`config.mk`:
```
export PLATFORM = sky130hd
export DESIGN_NAME = fog_mod_demod_v2
export DESIGN_NICKNAME = d
export VERILOG_FILES = /design/src/rtl/fog_mod_demod_v2.sv
export SDC_FILE = /design/constraint.sdc
export NUM_CORES = 1
export LEC_CHECK = 0
export BUFFER_PORTS_ARGS = -buffer_cell sky130_fd_sc_hd__buf_2
export CELL_PAD_IN_SITES_DETAIL_PLACEMENT = 0
export CELL_PAD_IN_SITES_GLOBAL_PLACEMENT = 1
export CORE_UTILIZATION = 35
export DETAILED_ROUTE_END_ITERATION = 6
export GPL_TIMING_DRIVEN = 0
export PLACE_DENSITY_LB_ADDON = 0.1
export SLEW_MARGIN = 40
export SYNTH_ARGS = -nofsm -noshare
export SYNTH_HDL_FRONTEND = slang
export SYNTH_SLANG_ARGS = --single-unit
```
`constraint.sdc`:
```
create_clock -name CLOCK_CPU -period 30 [get_ports CLOCK_CPU]
set_input_delay 3 -clock CLOCK_CPU [delete_from_list [all_inputs] [get_ports CLOCK_CPU]]
set_output_delay 3 -clock CLOCK_CPU [all_outputs]
set_load 0.05 [all_outputs]
```
`src/rtl/fog_mod_demod_v2.sv`:
```
// Fibre-optic gyro square-wave modulator and synchronous demodulator.
//
// Drives a two-level modulation waveform (POS half, then NEG half) and demodulates
// the ADC stream against it. Each period's demodulated sum is averaged over
// 2^avg_sel periods, offset, saturated and presented with a one-clock strobe.
//
// Ports:
//   CLOCK_CPU       clock, all logic on the rising edge
//   RST             asynchronous active-high reset
//   ADC             signed sample, one per clock
//   i_enable        1 = run, 0 = return to IDLE on the next clock
//   var_freq_cnt    half-period length in clocks (values below 2 act as 2)
//   var_amp_H/L     unsigned magnitudes of the positive / negative levels
//   var_polarity    1 inverts the demodulation sign
//   var_wait_cnt    samples blanked at the start of each half
//   var_err_offset  signed offset added to the averaged error
//   var_avg_sel     log2 of the averaging length (values above 15 act as 15)
//   o_mod_out_DAC   registered modulation level
//   o_err_DAC       registered, saturated averaged error
//   o_err_valid     one-clock strobe per new o_err_DAC
//   o_busy          1 whenever the state is not IDLE
module fog_mod_demod_v2 #(
  parameter int unsigned ADC_W = 14,
  parameter int unsigned MOD_W = 16,
  parameter int unsigned ERR_W = 32,
  parameter int unsigned CNT_W = 32
) (
  input  logic                    CLOCK_CPU,
  input  logic                    RST,
  input  logic signed [ADC_W-1:0] ADC,
  input  logic                    i_enable,
  input  logic [CNT_W-1:0]        var_freq_cnt,
  input  logic [MOD_W-1:0]        var_amp_H,
  input  logic [MOD_W-1:0]        var_amp_L,
  input  logic                    var_polarity,
  input  logic [CNT_W-1:0]        var_wait_cnt,
  input  logic signed [ERR_W-1:0] var_err_offset,
  input  logic [4:0]              var_avg_sel,
  output logic signed [MOD_W-1:0] o_mod_out_DAC,
  output logic signed [ERR_W-1:0] o_err_DAC,
  output logic                    o_err_valid,
  output logic                    o_busy
);

  localparam int unsigned PSUM_W = ADC_W + CNT_W + 1;
  localparam int unsigned ACC_W  = ADC_W + CNT_W + 17;
  localparam int unsigned SUM_W  = ((ACC_W > ERR_W) ? ACC_W : ERR_W) + 1;
  localparam int unsigned PCNT_W = 17;

  localparam logic signed [SUM_W-1:0] ERR_MAX = {{(SUM_W-ERR_W+1){1'b0}}, {(ERR_W-1){1'b1}}};
  localparam logic signed [SUM_W-1:0] ERR_MIN = {{(SUM_W-ERR_W+1){1'b1}}, {(ERR_W-1){1'b0}}};
  localparam logic signed [MOD_W-1:0] MOD_MAX = {1'b0, {(MOD_W-1){1'b1}}};
  localparam logic signed [MOD_W-1:0] MOD_MIN = {1'b1, {(MOD_W-1){1'b0}}};

  typedef enum logic [1:0] {StIdle, StPos, StNeg} state_e;

  state_e                  state_q;
  logic [CNT_W-1:0]        cnt_q;
  logic [CNT_W-1:0]        freq_q, wait_q, freq_in;
  logic [3:0]              sel_q, sel_in;
  logic                    pol_q;
  logic signed [ERR_W-1:0] off_q;
  logic signed [MOD_W-1:0] lvl_h_q, lvl_l_q, lvl_h_in, lvl_l_in;
  logic signed [PSUM_W-1:0] psum_q, sample_ext, contrib, psum_fin;
  logic signed [ACC_W-1:0]  acc_q, acc_fin, acc_shr;
  logic [PCNT_W-1:0]       pcnt_q, pcnt_fin;
  logic signed [SUM_W-1:0] err_raw;
  logic signed [ERR_W-1:0] err_sat;
  logic                    half_end, keep, negate, avg_done, latch;

  assign o_busy = (state_q != StIdle);

  always_comb begin
    // Shadow values are sanitised once, at latch time.
    freq_in  = (var_freq_cnt < CNT_W'(2)) ? CNT_W'(2) : var_freq_cnt;
    sel_in   = (var_avg_sel > 5'd15) ? 4'd15 : var_avg_sel[3:0];
    lvl_h_in = var_amp_H[MOD_W-1] ? MOD_MAX : $signed(var_amp_H);
    lvl_l_in = var_amp_L[MOD_W-1] ? MOD_MIN : -$signed(var_amp_L);

    half_end   = (cnt_q == freq_q - CNT_W'(1));
    keep       = (cnt_q >= wait_q);
    negate     = (state_q == StNeg) ^ pol_q;
    sample_ext = {{(PSUM_W-ADC_W){ADC[ADC_W-1]}}, ADC};
    contrib    = '0;
    if (keep) begin
      contrib = negate ? -sample_ext : sample_ext;
    end
    psum_fin = psum_q + contrib;

    // Period close: include the final NEG sample taken on this edge.
    acc_fin  = acc_q + {{(ACC_W-PSUM_W){psum_fin[PSUM_W-1]}}, psum_fin};
    pcnt_fin = pcnt_q + PCNT_W'(1);
    avg_done = (pcnt_fin == (PCNT_W'(1) << sel_q));
    acc_shr  = acc_fin >>> sel_q;
    err_raw  = {{(SUM_W-ACC_W){acc_shr[ACC_W-1]}}, acc_shr}
             + {{(SUM_W-ERR_W){off_q[ERR_W-1]}}, off_q};
    if (err_raw > ERR_MAX) begin
      err_sat = ERR_MAX[ERR_W-1:0];
    end else if (err_raw < ERR_MIN) begin
      err_sat = ERR_MIN[ERR_W-1:0];
    end else begin
      err_sat = err_raw[ERR_W-1:0];
    end

    latch = i_enable && ((state_q == StIdle) || ((state_q == StNeg) && half_end));
  end

  always_ff @(posedge CLOCK_CPU or posedge RST) begin
    if (RST) begin
      state_q       <= StIdle;
      cnt_q         <= '0;
      psum_q        <= '0;
      acc_q         <= '0;
      pcnt_q        <= '0;
      freq_q        <= CNT_W'(2);
      wait_q        <= '0;
      sel_q         <= '0;
      pol_q         <= 1'b0;
      off_q         <= '0;
      lvl_h_q       <= '0;
      lvl_l_q       <= '0;
      o_mod_out_DAC <= '0;
      o_err_DAC     <= '0;
      o_err_valid   <= 1'b0;
    end else begin
      o_err_valid <= 1'b0;
      if (latch) begin
        freq_q  <= freq_in;
        wait_q  <= var_wait_cnt;
        sel_q   <= sel_in;
        pol_q   <= var_polarity;
        off_q   <= var_err_offset;
        lvl_h_q <= lvl_h_in;
        lvl_l_q <= lvl_l_in;
      end
      if (!i_enable) begin
        // Partial sums are dropped; o_err_DAC keeps its last value.
        state_q       <= StIdle;
        cnt_q         <= '0;
        psum_q        <= '0;
        acc_q         <= '0;
        pcnt_q        <= '0;
        o_mod_out_DAC <= '0;
      end else begin
        case (state_q)
          StIdle: begin
            state_q       <= StPos;
            cnt_q         <= '0;
            psum_q        <= '0;
            acc_q         <= '0;
            pcnt_q        <= '0;
            o_mod_out_DAC <= lvl_h_in;
          end
          StPos: begin
            psum_q <= psum_fin;
            if (half_end) begin
              state_q       <= StNeg;
              cnt_q         <= '0;
              o_mod_out_DAC <= lvl_l_q;
            end else begin
              cnt_q <= cnt_q + CNT_W'(1);
            end
          end
          StNeg: begin
            if (half_end) begin
              state_q       <= StPos;
              cnt_q         <= '0;
              psum_q        <= '0;
              o_mod_out_DAC <= lvl_h_in;
              if (avg_done) begin
                o_err_DAC   <= err_sat;
                o_err_valid <= 1'b1;
                acc_q       <= '0;
                pcnt_q      <= '0;
              end else begin
                acc_q  <= acc_fin;
                pcnt_q <= pcnt_fin;
              end
              // A new averaging length restarts the average (overrides the above).
              if (sel_in != sel_q) begin
                acc_q  <= '0;
                pcnt_q <= '0;
              end
            end else begin
              psum_q <= psum_fin;
              cnt_q  <= cnt_q + CNT_W'(1);
            end
          end
          default: state_q <= StIdle;
        endcase
      end
    end
  end

endmodule

```
==> summary.md <==
| Metric | Value |
|---|---|
| Status | complete, no violations |
| CTS Buf Count | 44 |
| Post-Syn Area | 30400 µm² |
| Clk_lat worst skew | 610 ps |
| CTS Hold Bufs | 0 |
| Sw Ratio | 0.469 |
| Final WL | 112 mm |
| Gr usage total | 0.251 |
| WP data arrival | 15970 ps |
| CTS tree | yes |
| Placer Congestion | 0.914 |
| Slowest-stage cell, CP | xor3_1 |
| Worst stage delay on the critical path | 610 ps |
| Psw | 1.18 mW |
| Clock Pin Slew Worst Setup and Hold Paths | 60 ps |
| Pleak | 15.7 nW |
| Syn Inst Count | 3684 |
| Met2 usage | 0.410 |
| Worst setup path category | primary input to flop |
| Starting density of the core | 0.355 |
| Via density | roughly 5.7 |
| Yosys reg bits | 327 |
| Sequential share of power | 0.234 |
| Die Span Y | 297 µm |
| RSZ-0062 raised after global routing | false |
| Post-route clock period utilization | 0.515 |
| Remaining DRCs | 0 |
| DP Wirelength | 90.3 mm |
| Max Cap Viol | 0 |
| Final hold vios | 0 |
| Port bufs | 199 |
| Initial antenna violation count | 2 |
| Worst IR Drop VDD | 0.0412 mV |
| Area of the die | slightly below 90000 µm² |
| Root Buffer | clkbuf_16 |
| Largest net degree at the start of global routing | 72 |
| Core ar. | 85500 µm² |
| Endpoint type of the worst setup path | flop |
| Final min period | roughly 15000 ps |
| Worst endpoint required time | 30520 ps |
| Num rows | roughly 110 |
| Post-CTS Resized | 0 |
| Wire per inst | 21.9 µm |
| Internal power | ~1.3 mW |
| Share of layout cells above drive strength 1 | 0.124 |
| CTS max path bufs | 3 |
| Critical path peak fanout | 17 |
| Post-Place Cells | roughly 5000 |
| IO Count | roughly 200 |
| Worst-Margin Slew | 863 ps |
| Iter 0 DRT Violations | between 1500 and 2000 |
| Relative slew slack | 0.425 |
| Synth Flop Type | dfrtp_1 |
| Setup Viol. Count Final | 0 |
| Setup TNS | 0 ps |
| Post-route ant nets | 0 |
| Die W | ~300 µm |
| Via count | 29084 |
| Power density over the cells | 72.8 nW/µm² |
| Nets | 4307 |
| H-tree Lvls | 2 |
| Fmax | 64.7 MHz |
| Post-route insts no fill | approximately 5000 |
| Clock skew | 28.4 ps |
| Layout area overhead | 13.8% |
| Global-route wire length before repair | 171 mm |
| Clock power share | 0.228 |
| Yosys cell types | 98 |
| Pre-antenna DRT Iters | 7 |
| Hold Crit Class | flop to flop |
| Post-synth EDFFs | 0 |
| Met1 Use GR | 0.353 |
| Gr ovfl total | 0 |
| # Post-CTS Setup Buffers | 0 |
| TritonCTS Sinks | 327 |
| Number of global-route vias before repair | 28315 |
| YS warnings | 0 |
| Synthesized Nets | 4057 |
| Worst setup SP type | primary input |
| Comb power frac | 0.538 |
| Synth async-reset ratio | 1.00 |
| Max Slew Vio Count | 0 |
| Sequential fraction of the synthesis area | 0.269 |
| Avg Cell Area, Syn | 8.25 µm² |
| Most Crowded Layer GR | met2 |
| Met3 Usage GRT | 0.0202 |
==> registers in the layout, indices dropped and copies added (netlist names), 2 cells and up <==
register and flops:
o_mod_out_DAC 16, lvl_l_q 16, sel_q 4, o_err_DAC 32, wait_q 32, state_q 2
psum_q 47, cnt_q 32, acc_q 63, freq_q 32, off_q 32, pcnt_q 17
==> cell families (layout without fill, tap and decap cells) <==
kind of cell             count (synthesis)  count (layout)  synth area share
other                                    0               1                 0
AO/OA/AOI/OAI                         1212            1212             0.258
AND/OR/NAND/NOR                       1131            1131             0.182
flip-flops                             327             327             0.269
multiplexers                           225             225            0.0861
adder cells (fa/ha/maj)                222             222            0.0921
buffers and inverters                  331             614            0.0439
XOR/XNOR                               236             236            0.0685
==> worst max-delay path, delay by kind of cell <==
| family | cells | cell delay [ps] |
|---|---|---|
| AOI/OAI and AO/OA | 16 | 4810 |
| xor gates and xnor gates | 2 | 1170 |
| adders and majority gates | 4 | 1280 |
| buffers and inverters | 5 | 1240 |
| muxes | 1 | 270 |
| and+or+nand+nor | 18 | 4120 |
==> layout by cell type (no fill, tap or decap), drive strengths merged, types with 28 or more instances in the layout <==
cell type  netlist  routed
and3            37      37
o21a            40      40
nor2b           28      28
nand4           84      84
nor2           285     285
o211ai          30      30
o21ai          335     335
clkbuf         144     207
nor3            72      72
inv            127     127
o31ai           29      29
nor4            56      56
nand2          333     333
ha             219     219
o21bai          39      39
xnor2          129     129
a211oi          38      38
mux2            80      80
buf             58     261
a21oi          308     308
nand3           76      76
mux2i          124     124
a22o           107     107
xor2           106     106
and2            41      41
a31oi           39      39
dfrtp          326     326
a21o            85      85
==> through the flow <==
stage | setup slack (ps) | cell area, µm² | utilization | hold slack (ps) | total power [mW]
after floorplan | 16900 | 30400 | - | 456 | 1.54
after global placement | 12980 | 32800 | 0.384 | 460 | 1.94
after detailed placement | 13850 | 33000 | 0.386 | 467 | 1.94
after CTS | 14460 | 34600 | 0.404 | 480 | 2.53
after global routing | 13610 | 34600 | 0.404 | 511 | 2.69
final | 14550 | 34600 | 0.404 | 478 | 2.52
==> path summary, 6_finish.rpt <==
kind	startpoint	to	slack, ps	cells after the start
min	o_mod_out_DAC[15]	o_mod_out_DAC[15]	480	2
min in group asynchronous	RST	psum_q[8]	2450	2
min reg2reg	o_mod_out_DAC[15]	o_mod_out_DAC[15]	480	2
max	ADC[0]	o_err_DAC[7]	14550	46
max reg2reg	cnt_q[0]	o_err_DAC[7]	14930	48
max in group asynchronous	RST	off_q[31]	26330	4
==> cell type report <==
type | count | area (µm²)
Timing Repair Buffer | 204 | 1120
Multi-Input combinational cell | 3026 | 20900
Clock inverter | 17 | 279
Tap cell | 1144 | 1430
Buffer | 202 | 852
Inverter | 129 | 492
Sequential cell | 327 | 8190
Antenna cell | 1 | 2.50
Clock buffer | 62 | 1280
Fill cell | 8948 | 51000
==> power groups by stage <==
stage	logic [mW]	registers, mW	clock network [mW]
2_1_floorplan	0.928	0.610	0
3_3_place_gp	1.34	0.598	0
3_5_place_dp	1.34	0.598	0
4_1_cts	1.35	0.591	0.593
5_1_grt	1.48	0.601	0.604
6_report	1.35	0.590	0.573
==> layer usage <==
layer / vias up / wire, µm
met5: - / 0
met4: 0 / 3070
met1: 14188 / 54000
met2: 583 / 51400
met3: 123 / 3720
li1: 14190 / -
==> cell usage after synthesis, drive strengths merged (16+ instances only) <==
library cell,n,share of area
buf,58,0.010
or3,18,0.0037
dfrtp,326,0.27
mux2i,124,0.041
o211ai,30,0.0074
a21o,85,0.021
a211oi,38,0.0094
a31oi,39,0.0080
o221ai,16,0.0046
xnor2,129,0.037
nand3,76,0.013
and3,37,0.0076
mux4,21,0.016
clkbuf,144,0.018
or2,19,0.0040
nand2,333,0.041
nor2b,28,0.0058
nand2b,23,0.0047
xor2,106,0.031
ha,219,0.090
o21bai,39,0.0096
nor4,56,0.013
o21ai,335,0.055
a21oi,308,0.053
and2,41,0.0084
nor3,72,0.012
a22o,107,0.031
nor2,285,0.035
o31ai,29,0.0072
mux2,80,0.030
o21a,40,0.0099
nand4,84,0.017
inv,127,0.016
Note: power is estimated with default switching activity, not from simulation.
